<file path="src/rtl/rx_fifo_pkg.sv">
// Shared constants and pointer helper for the packet-aware receive FIFO.
package rx_fifo_pkg;

   localparam int RX_FIFO_DEF_WIDTH = 8;
   localparam int RX_FIFO_DEF_DEPTH = 8;

   // Widest pointer needed (DEPTH up to 256 -> 8 address bits + wrap bit).
   localparam int unsigned RX_FIFO_PTR_MAX_W = 9;

   // Wrapped occupancy a - b, reduced modulo 2^w where w is the real pointer width.
   function automatic logic [RX_FIFO_PTR_MAX_W-1:0] ptr_diff(
      input logic [RX_FIFO_PTR_MAX_W-1:0] a,
      input logic [RX_FIFO_PTR_MAX_W-1:0] b,
      input int unsigned                  w
   );
      logic [RX_FIFO_PTR_MAX_W-1:0] mask;
      for (int unsigned i = 0; i < RX_FIFO_PTR_MAX_W; i++) begin
         mask[i] = (i < w);
      end
      return (a - b) & mask;
   endfunction

endpackage

</file>
<file path="src/rtl/rx_fifo_mem.sv">
// DEPTH x DATA_WIDTH storage: one synchronous write port, one asynchronous read port, no reset.
module rx_fifo_mem #(
   parameter int DATA_WIDTH = 8,
   parameter int DEPTH      = 8,
   parameter int ADDR_W     = $clog2(DEPTH)
) (
   input  logic                  clk,
   input  logic                  we_i,
   input  logic [ADDR_W-1:0]     waddr_i,
   input  logic [DATA_WIDTH-1:0] wdata_i,
   input  logic [ADDR_W-1:0]     raddr_i,
   output logic [DATA_WIDTH-1:0] rdata_o
);

   logic [DATA_WIDTH-1:0] mem_q [DEPTH];

   always_ff @(posedge clk) begin
      if (we_i) begin
         mem_q[waddr_i] <= wdata_i;
      end
   end

   assign rdata_o = mem_q[raddr_i];

endmodule

</file>
<file path="src/rtl/rx_fifo_pkt.sv">
// Packet-aware receive FIFO: written bytes become readable only after pkt_commit; pkt_abort drops them.
// Build with RX_FIFO_ERR_FLAGS_EN defined to get sticky overflow/underflow registers.
module rx_fifo_pkt
   import rx_fifo_pkg::*;
#(
   parameter int DATA_WIDTH    = RX_FIFO_DEF_WIDTH,
   parameter int DEPTH         = RX_FIFO_DEF_DEPTH,
   parameter int AFULL_THRESH  = DEPTH - 2,
   parameter int AEMPTY_THRESH = 1
) (
   input  logic                     clk,
   input  logic                     rst,
   input  logic                     clear,
   input  logic                     w_enable,
   input  logic [DATA_WIDTH-1:0]    w_data,
   input  logic                     pkt_commit,
   input  logic                     pkt_abort,
   input  logic                     r_enable,
   output logic [DATA_WIDTH-1:0]    r_data,
   output logic                     empty,
   output logic                     full,
   output logic                     almost_empty,
   output logic                     almost_full,
   output logic [$clog2(DEPTH):0]   count,
   output logic                     overflow,
   output logic                     underflow
);

   localparam int ADDR_W = $clog2(DEPTH);
   localparam int PTR_W  = ADDR_W + 1;

   logic [PTR_W-1:0] wr_ptr_q, wr_ptr_d;
   logic [PTR_W-1:0] cmt_ptr_q, cmt_ptr_d;
   logic [PTR_W-1:0] rd_ptr_q, rd_ptr_d;

   logic [RX_FIFO_PTR_MAX_W-1:0] occ_spec;
   logic [RX_FIFO_PTR_MAX_W-1:0] occ_cmt;
   logic                         wr_acc, rd_acc, mem_we;
   logic [DATA_WIDTH-1:0]        mem_rdata;

   // Speculative occupancy counts uncommitted bytes; committed occupancy is what the reader sees.
   assign occ_spec = ptr_diff(RX_FIFO_PTR_MAX_W'(wr_ptr_q), RX_FIFO_PTR_MAX_W'(rd_ptr_q), PTR_W);
   assign occ_cmt  = ptr_diff(RX_FIFO_PTR_MAX_W'(cmt_ptr_q), RX_FIFO_PTR_MAX_W'(rd_ptr_q), PTR_W);

   assign full         = (occ_spec == RX_FIFO_PTR_MAX_W'(DEPTH));
   assign empty        = (occ_cmt == '0);
   assign count        = occ_cmt[PTR_W-1:0];
   assign almost_full  = (occ_spec >= RX_FIFO_PTR_MAX_W'(AFULL_THRESH));
   assign almost_empty = (occ_cmt <= RX_FIFO_PTR_MAX_W'(AEMPTY_THRESH));

   assign wr_acc = w_enable && !full;
   assign rd_acc = r_enable && !empty;
   assign mem_we = wr_acc && !clear && !pkt_abort;

   always_comb begin
      wr_ptr_d  = wr_ptr_q;
      cmt_ptr_d = cmt_ptr_q;
      rd_ptr_d  = rd_ptr_q;
      if (clear) begin
         wr_ptr_d  = '0;
         cmt_ptr_d = '0;
         rd_ptr_d  = '0;
      end else begin
         if (rd_acc) begin
            rd_ptr_d = rd_ptr_q + 1'b1;
         end
         if (pkt_abort) begin
            wr_ptr_d = cmt_ptr_q;
         end else begin
            if (wr_acc) begin
               wr_ptr_d = wr_ptr_q + 1'b1;
            end
            // Commit covers a write accepted in the same cycle.
            if (pkt_commit) begin
               cmt_ptr_d = wr_ptr_d;
            end
         end
      end
   end

   always_ff @(posedge clk or posedge rst) begin
      if (rst) begin
         wr_ptr_q  <= '0;
         cmt_ptr_q <= '0;
         rd_ptr_q  <= '0;
      end else begin
         wr_ptr_q  <= wr_ptr_d;
         cmt_ptr_q <= cmt_ptr_d;
         rd_ptr_q  <= rd_ptr_d;
      end
   end

`ifdef RX_FIFO_ERR_FLAGS_EN
   logic overflow_q, overflow_d;
   logic underflow_q, underflow_d;

   always_comb begin
      overflow_d  = overflow_q;
      underflow_d = underflow_q;
      if (clear) begin
         overflow_d  = 1'b0;
         underflow_d = 1'b0;
      end else begin
         if (w_enable && full && !pkt_abort) begin
            overflow_d = 1'b1;
         end
         if (r_enable && empty) begin
            underflow_d = 1'b1;
         end
      end
   end

   always_ff @(posedge clk or posedge rst) begin
      if (rst) begin
         overflow_q  <= 1'b0;
         underflow_q <= 1'b0;
      end else begin
         overflow_q  <= overflow_d;
         underflow_q <= underflow_d;
      end
   end

   assign overflow  = overflow_q;
   assign underflow = underflow_q;
`else
   assign overflow  = 1'b0;
   assign underflow = 1'b0;
`endif

   rx_fifo_mem #(
      .DATA_WIDTH (DATA_WIDTH),
      .DEPTH      (DEPTH),
      .ADDR_W     (ADDR_W)
   ) u_mem (
      .clk     (clk),
      .we_i    (mem_we),
      .waddr_i (wr_ptr_q[ADDR_W-1:0]),
      .wdata_i (w_data),
      .raddr_i (rd_ptr_q[ADDR_W-1:0]),
      .rdata_o (mem_rdata)
   );

   assign r_data = empty ? '0 : mem_rdata;

endmodule

</file>
<file path="config.mk">
export PLATFORM = sky130hd
export DESIGN_NAME = rx_fifo_pkt
export DESIGN_NICKNAME = d
export VERILOG_FILES = /design/src/rtl/rx_fifo_pkg.sv /design/src/rtl/rx_fifo_mem.sv /design/src/rtl/rx_fifo_pkt.sv
export SDC_FILE = /design/constraint.sdc
export NUM_CORES = 1
export LEC_CHECK = 0
export CORE_ASPECT_RATIO = 0.5
export CORE_UTILIZATION = 40
export DETAILED_ROUTE_END_ITERATION = 16
export GPL_ROUTABILITY_DRIVEN = 0
export SYNTH_ARGS = -nofsm -noshare
export SYNTH_HDL_FRONTEND = slang
export SYNTH_HIERARCHICAL = 1
export SYNTH_SLANG_ARGS = --single-unit
</file>
<file path="constraint.sdc">
create_clock -name clk -period 7.9 [get_ports clk]
set_input_delay 1.975 -clock clk [delete_from_list [all_inputs] [get_ports clk]]
set_output_delay 1.975 -clock clk [all_outputs]
set_load 0.02 [all_outputs]
</file>
==> results of run 1 <==
[stage by stage]
step	instance area (µm²)	cells	setup WS (ns)	hold WS, ns	utilization
global route	4200	366	1.83	0.623	0.508
finish	4200	366	2.07	0.585	0.508
global placement	3910	351	2.46	0.578	0.473
floorplan	3520	217	3.72	0.554	-
CTS	4200	366	2.01	0.583	0.508
detailed placement	3910	351	2.36	0.576	0.473
[area by class of cell]
type	count	area [µm²]	share of cell area
Clock inverter	6	65.1	0.0155
Tap cell	112	140	0.0334
Clock buffer	9	225	0.0537
Sequential cell	76	2220	0.530
Inverter	14	52.6	0.0125
Timing Repair Buffer	32	315	0.0752
Multi-Input combinational cell	117	1170	0.280
[logic make-up after synthesis]
group,count (synthesis),synth area share
AND/OR/NAND/NOR,52,0.0804
multiplexers,27,0.153
AO/OA/AOI/OAI,20,0.0434
other,1,0.00107
XOR/XNOR,6,0.0149
adder cells (fa/ha/maj),10,0.0399
buffers and inverters,24,0.0349
flip-flops,76,0.632
[worst max path at each step]
stage | endpoint | startpoint | depth (start not counted) | slack, ns
floorplan | r_data[0] | rd_ptr_q[0]$_DFFE_PP0P_ | 7 | 3.72
global placement | r_data[3] | rd_ptr_q[0]$_DFFE_PP0P_ | 7 | 2.46
detailed placement | r_data[0] | rd_ptr_q[0]$_DFFE_PP0P_ | 7 | 2.36
CTS | r_data[0] | rd_ptr_q[0]$_DFFE_PP0P_ | 7 | 2.01
global route | r_data[0] | rd_ptr_q[0]$_DFFE_PP0P_ | 7 | 1.83
finish | r_data[0] | rd_ptr_q[0]$_DFFE_PP0P_ | 7 | 2.07
[registers in the layout, summed over array words and instances, names as in the netlist]
signal	count
wr_ptr_q	4
cmt_ptr_q	4
rd_ptr_q	4
u_mem/mem_q	64
[worst max-delay path, cell delays in order (launching register included)]
cell	delay (ns)
dfrtp_1	0.78
ha_1	0.44
fa_1	0.39
xor2_1	0.22
nand2_1	0.10
or4b_1	0.77
and2_1	0.30
clkdlybuf4s50_1	0.53
[per-layer routing]
metal  part of all wire  GRT usage  vias to the layer above
met5                  0          0                        -
met4             0.0034     0.0435                        0
met3              0.045     0.0489                        4
met2               0.47      0.252                       47
met1               0.48      0.199                      959
li1                   -          -                      902
[power groups by stage]
stage                     combinational [mW]  clock [mW]  sequential, mW
after global placement                 0.338           0           0.484
after detailed placement               0.341           0           0.485
after CTS                              0.344       0.402           0.477
after global routing                   0.368       0.415           0.479
after floorplan                        0.236           0           0.462
final                                  0.340       0.393           0.476
[placed cells by master, fill, tap and decap left out, types with 2 or more instances in the layout]
| cell | count |
|---|---|
| edfxtp_1 | 64 |
| clkdlybuf4s50_1 | 30 |
| nor2_1 | 17 |
| mux4_1 | 15 |
| inv_1 | 14 |
| dfrtp_1 | 12 |
| mux2_2 | 10 |
| clkbuf_16 | 9 |
| and2_1 | 8 |
| ha_1 | 8 |
| a21oi_1 | 5 |
| a211oi_1 | 5 |
| nand2_1 | 5 |
| nor2b_1 | 4 |
| xor2_1 | 4 |
| o21ai_0 | 3 |
| nor3_1 | 3 |
| a311oi_1 | 3 |
| nand2b_1 | 3 |
| nand3b_1 | 2 |
| xnor2_1 | 2 |
| nand3_1 | 2 |
| fa_1 | 2 |
| conb_1 | 2 |
| clkinv_2 | 2 |
| buf_4 | 2 |
==> metrics.md, run 1 <==
| Metric | Value |
|---|---|
| Clk_lat worst skew | 0.32 ns |
| Worst r2r src | rd_ptr_q[0]$_DFFE_PP0P_ |
| Antenna Cells | 0 |
| Outcome | complete, no violations |
| Avg Synthesized Cell Area | 16.3 µm² |
| Peak supply drop | 0.186 mV |
| Fmax | 171 MHz |
| Area contributors post-synth | edfxtp_1, mux4_1, dfrtp_1 |
| Area growth from synthesis to layout | 19.3% |
| CTS Root Cell | clkbuf_16 |
| Overflow after GRT | 0 |
| Fillers | 684 |
| Worst Hold End | cmt_ptr_q[0]$_DFFE_PP0P_ |
| Initial detailed-routing violation count | 120 |
| Power, Total | 1.21 mW |
| # IOs | 33 |
| Synth top area share | 0.547 |
| First-pass GRT wire length | 9940 µm |
| Worst r2r dst | u_mem/mem_q[5][4]$_DFFE_PP_ |
| First-pass DRT Iterations | 4 |
| TritonCTS clock tree | yes |
| Post-CTS setup buffers | 0 |
| FFs w/ async S/R, synth | 0.158 |
| Synth Flop Type | edfxtp_1 |
| Setup CP Type | reg2out |
| Final Hold Fails | 0 |
| Clock sinks | 76 |
| DP HPWL | 4160 µm |
| Rows | 23 |
| Via/cell ratio | 5.22 |
| Core area | 8260 µm² |
| EDFF count, synth | 64 |
| DRT Wirelength | 6480 µm |
| CP arrival | 3.86 ns |
| Vias in the first global route | 1,952 |
| P_sw | 0.347 mW |
| Actual slew at the worst max-slew pin | 1.10 ns |
| Final setup fails | 0 |
| Die ar. | 9190 µm² |
| Drt drc | 0 |
| Clock share of power | 0.325 |
| Synth Cell Area | 3520 µm² |
| RSZ-0062 raised after global routing | false |
| MaxCap Viol Count | 0 |
| H-tree level count | 3 |
| Reg power frac | 0.393 |
| Yosys top cell by area | edfxtp_1 |
| Combinational share of power | 0.281 |
| Pin count of the biggest net entering global routing | 23 |
| Hold path cells | 2 |
| Min-delay worst type | reg2reg |
| Pleak | 1.50 nW |
| Hold buffers post-CTS | 0 |
| Int Pwr | 0.862 mW |
| Count of cell types in the netlist | 42 |
| Synth Register Bits | 76 |
| Hold_sp | cmt_ptr_q[0]$_DFFE_PP0P_ |
| Count leader, synth | edfxtp_1 |
| Wire per inst | 17.7 µm |
| Reg2reg path depth | 9 |
| Chip Height | 68.3 µm |
| Initial core utilization | 0.426 |
| FF-to-FF setup slack | 4.01 ns |
| Worst Clk Skew | 0.00466 ns |
| Vias | 1,912 |
| PD cells | 288 nW/µm² |
| Warnings, synthesis | 6 |
| Sw frac | 0.287 |
| Commonest cells post-synth | edfxtp_1, nor2_1, mux4_1 |
| Cts repair resizes | 0 |
| Final nets | 275 |
| Fin crit share | 0.738 |
| Post-detailed-route count of antenna-violating nets | 0 |
| GRT Overall Usage | 0.154 |
| Worst relative slew slack | 0.269 |
| Post-synthesis cell count | 216 |
| Clock transition at path regs | 0.05 ns |
| IO Port Bufs | 30 |
| Crit path required time | 5.93 ns |
| Critical path peak fanout | 22 |
| CTS Buf Count | 9 |
| Setup TNS | 0 ns |
| Worst Setup Start Kind | flop |
| Fin crit period | 5.83 ns |
| Share of layout cells above drive strength 1 | 0.130 |
| Post-synthesis sequential area ratio | 0.632 |
| Final Max Tran Viols | 0 |
| Clock Path Buffers | 2 |
| Chip width | 135 µm |
| Initial antenna violation count | 0 |
| Crit end category | output port |
Note: power is estimated with default switching activity, not from simulation.
==> run 2: changes to the inputs <==
Clock period 7.9 ns to 5.85 ns, I/O delays scaled along.
==> run 2 against run 1 <==
Total power is 41% higher. Clock skew rose by 0.0016 ns. Cell area rose by 1.1%. Critical path depth did not move. Non-clock buffer count grew 2. Clock power is 50% higher. Via count rose by 3.5%. Register-to-register slack lost 1.7 ns. First-iteration DRC count is 48% higher. Count of clock-buffer cells in the layout did not move. Critical path type unchanged. Highest routed layer unchanged.
==> metrics.md, run 2 (synthesis results as in run 1) <==
| Metric | Value |
|---|---|
| GRT Overall Usage | 0.169 (+0.0157) |
| Clock sinks | 76 (unchanged) |
| Slowest stage delay, CP | 0.79 ns (about the same) |
| Vias | 1,979 (+3.5%) |
| Final Hold Fails | 0 (unchanged) |
| Clk_lat worst skew | 0.33 ns (about the same) |
| Fmax | 204 MHz |
| Post-CTS setup buffers | 0 (unchanged) |
| Max reg flops | 64 (unchanged) |
| Antenna Cells | 0 (unchanged) |
| Actual slew at the worst max-slew pin | 0.986 ns (-0.110 ns) |
| Worst r2r dst | u_mem/mem_q[1][7]$_DFFE_PP_ |
| Outcome | complete, no violations |
| Place WS | 1.22 ns (-1.14 ns) |
| PD cells | 401 nW/µm² (+39%) |
| Worst Setup Start Kind | flop |
| Initial detailed-routing violation count | 177 (+48%) |
| Final setup fails | 0 (unchanged) |
| DRT Wirelength | 6800 µm (+5.0%) |
| Final design area excluding fillers | 4240 µm² (+1.1%) |
| Critical path, cell by cell | inv_1 -> ha_1 -> a21oi_1 -> a21oi_1 -> or4b_1 -> and2_1 -> clkdlybuf4s50_1 |
| DP HPWL | 4420 µm (+6.3%) |
| Die ar. | 9190 µm² (unchanged) |
| Hold WS | 0.587 ns (+0.00132 ns) |
| Hold path cells | 2 (unchanged) |
| Chip width | 135 µm (unchanged) |
| CTS Root Cell | clkbuf_16 |
| Combinational share of power | 0.286 (+0.005) |
| Reg2reg path depth | 8 (-1) |
| Crit path required time | 4.39 ns (-1.54 ns) |
| MaxCap Viol Count | 0 (unchanged) |
| First-pass GRT wire length | 10,900 µm (+9.2%) |
| Final nets | 277 (+0.73%) |
| Worst Hold End | cmt_ptr_q[0]$_DFFE_PP0P_ |
| Vias in the first global route | 2,093 (+7.2%) |
| Core area | 8260 µm² (unchanged) |
| Pin count of the biggest net entering global routing | 19 (-17%) |
| Crit end category | output port |
| Post-detailed-route count of antenna-violating nets | 0 (unchanged) |
| RSZ-0062 raised after global routing | false |
| Cts repair resizes | 0 (unchanged) |
| Clock Path Buffers | 2 (unchanged) |
| Fin crit period | 4.91 ns |
| CP startpoint | rd_ptr_q[1]$_DFFE_PP0P_ |
| Top cell by count, worst path | a21oi_1 |
| Via/cell ratio | 5.36 (+2.7%) |
| Worst r2r src | rd_ptr_q[1]$_DFFE_PP0P_ |
| Setup ws final | 0.945 ns (-1.12 ns) |
| Final Max Tran Viols | 0 (unchanged) |
| CTS Buf Count | 9 (unchanged) |
| P_sw | 0.485 mW (+40%) |
| # IOs | 33 (unchanged) |
| IO Port Bufs | 30 (unchanged) |
| Wire per inst | 18.4 µm (+4.1%) |
| Int Pwr | 1.22 mW (+41%) |
| CP arrival | 3.44 ns (-0.42 ns) |
| Pleak | 1.52 nW (+1.5%) |
| Reg power frac | 0.367 (-0.026) |
| Setup TNS | 0 ns (unchanged) |
| Overflow after GRT | 0 (unchanged) |
| CP max stage cell | or4b_1 |
| Fin crit share | 0.838 |
| Min-delay worst type | reg2reg |
| FF-to-FF setup slack | 2.34 ns (-1.67 ns) |
| TritonCTS clock tree | yes |
| Initial antenna violation count | 0 (unchanged) |
| Top reg by flops | u_mem/mem_q |
| Worst relative slew slack | 0.340 (+0.0712) |
| Rows | 23 (unchanged) |
| Worst Clk Skew | 0.00628 ns (+0.00162 ns) |
| Peak supply drop | 0.171 mV (-7.8%) |
| Chip Height | 68.3 µm (unchanged) |
| Clock transition at path regs | 0.06 ns (about the same) |
| Critical path peak fanout | 14 (-36%) |
| Placement Cell Area | 3920 µm² (+0.38%) |
| First-pass DRT Iterations | 4 (unchanged) |
| Hold buffers post-CTS | 0 (unchanged) |
| Clock share of power | 0.347 (+0.022) |
| Hold_sp | cmt_ptr_q[0]$_DFFE_PP0P_ |
| Drt drc | 0 (unchanged) |
| H-tree level count | 3 (unchanged) |
| Share of layout cells above drive strength 1 | 0.136 (+0.00627) |
| Area growth from synthesis to layout | 20.7% |
| Leading cell type in the layout, fill and taps excluded | edfxtp_1 |
| Initial core utilization | 0.426 (unchanged) |
| Power, Total | 1.70 mW (+41%) |
| Sw frac | 0.285 (-0.00126) |
| Setup CP Type | reg2out |
| Most frequent cells in the layout | edfxtp_1, clkdlybuf4s50_1, nor2_1 |
## run 2: cell count changes in the layout (fill, tap and decap cells not counted)
cell       before  now
buf_4           2    4
clkinv_2        2    0
bufinv_16       1    2
clkinv_1        0    1
inv_6           1    2
## run 2: routing by layer
| layer | GRT usage | part of all wire |
|---|---|---|
| met3 | 0.0467 | 0.042 |
| met4 | 0.0885 | 0.025 |
| met5 | 0 | 0 |
| met2 | 0.261 | 0.45 |
| met1 | 0.223 | 0.48 |
## run 2: worst max-delay path by stage
| stage | endpoint | slack (ns) | cells after the start |
|---|---|---|---|
| after floorplan | r_data[0] | 2.18 | 7 |
| after global placement | r_data[4] | 1.30 | 7 |
| after detailed placement | r_data[3] | 1.22 | 7 |
| after CTS | r_data[3] | 0.85 | 7 |
| after global routing | r_data[1] | 0.74 | 7 |
| final | r_data[3] | 0.94 | 7 |
## run 2: power by group through the flow
| stage | sequential, mW | clock (mW) | combinational, mW |
|---|---|---|---|
| finish | 0.624 | 0.591 | 0.486 |
| global route | 0.627 | 0.624 | 0.526 |
| CTS | 0.624 | 0.603 | 0.494 |
| detailed placement | 0.636 | 0 | 0.491 |
| global placement | 0.634 | 0 | 0.485 |
| floorplan | 0.624 | 0 | 0.319 |
## run 2: layout make-up
cell class                      count  area, µm²
Fill cell                         675       4020
Inverter                           14       52.6
Multi-Input combinational cell    117       1170
Sequential cell                    76       2220
Tap cell                          112        140
Timing Repair Buffer               34        330
Clock inverter                      7       97.6
Clock buffer                        9        225
## run 2: worst max-delay path: cells and delay by family (launching register included)
kind            cells  cell delay, ns
compound gates      2            0.29
buf+inv             2            0.74
simple gates        2            1.07
fa+ha+maj           1            0.23
flops               1            0.76
## run 2: metrics by stage
stage | std cells | util
floorplan | 217 | -
detailed placement | 353 | 0.475
CTS | 369 | 0.514
finish | 369 | 0.514
global placement | 353 | 0.475
global route | 369 | 0.514
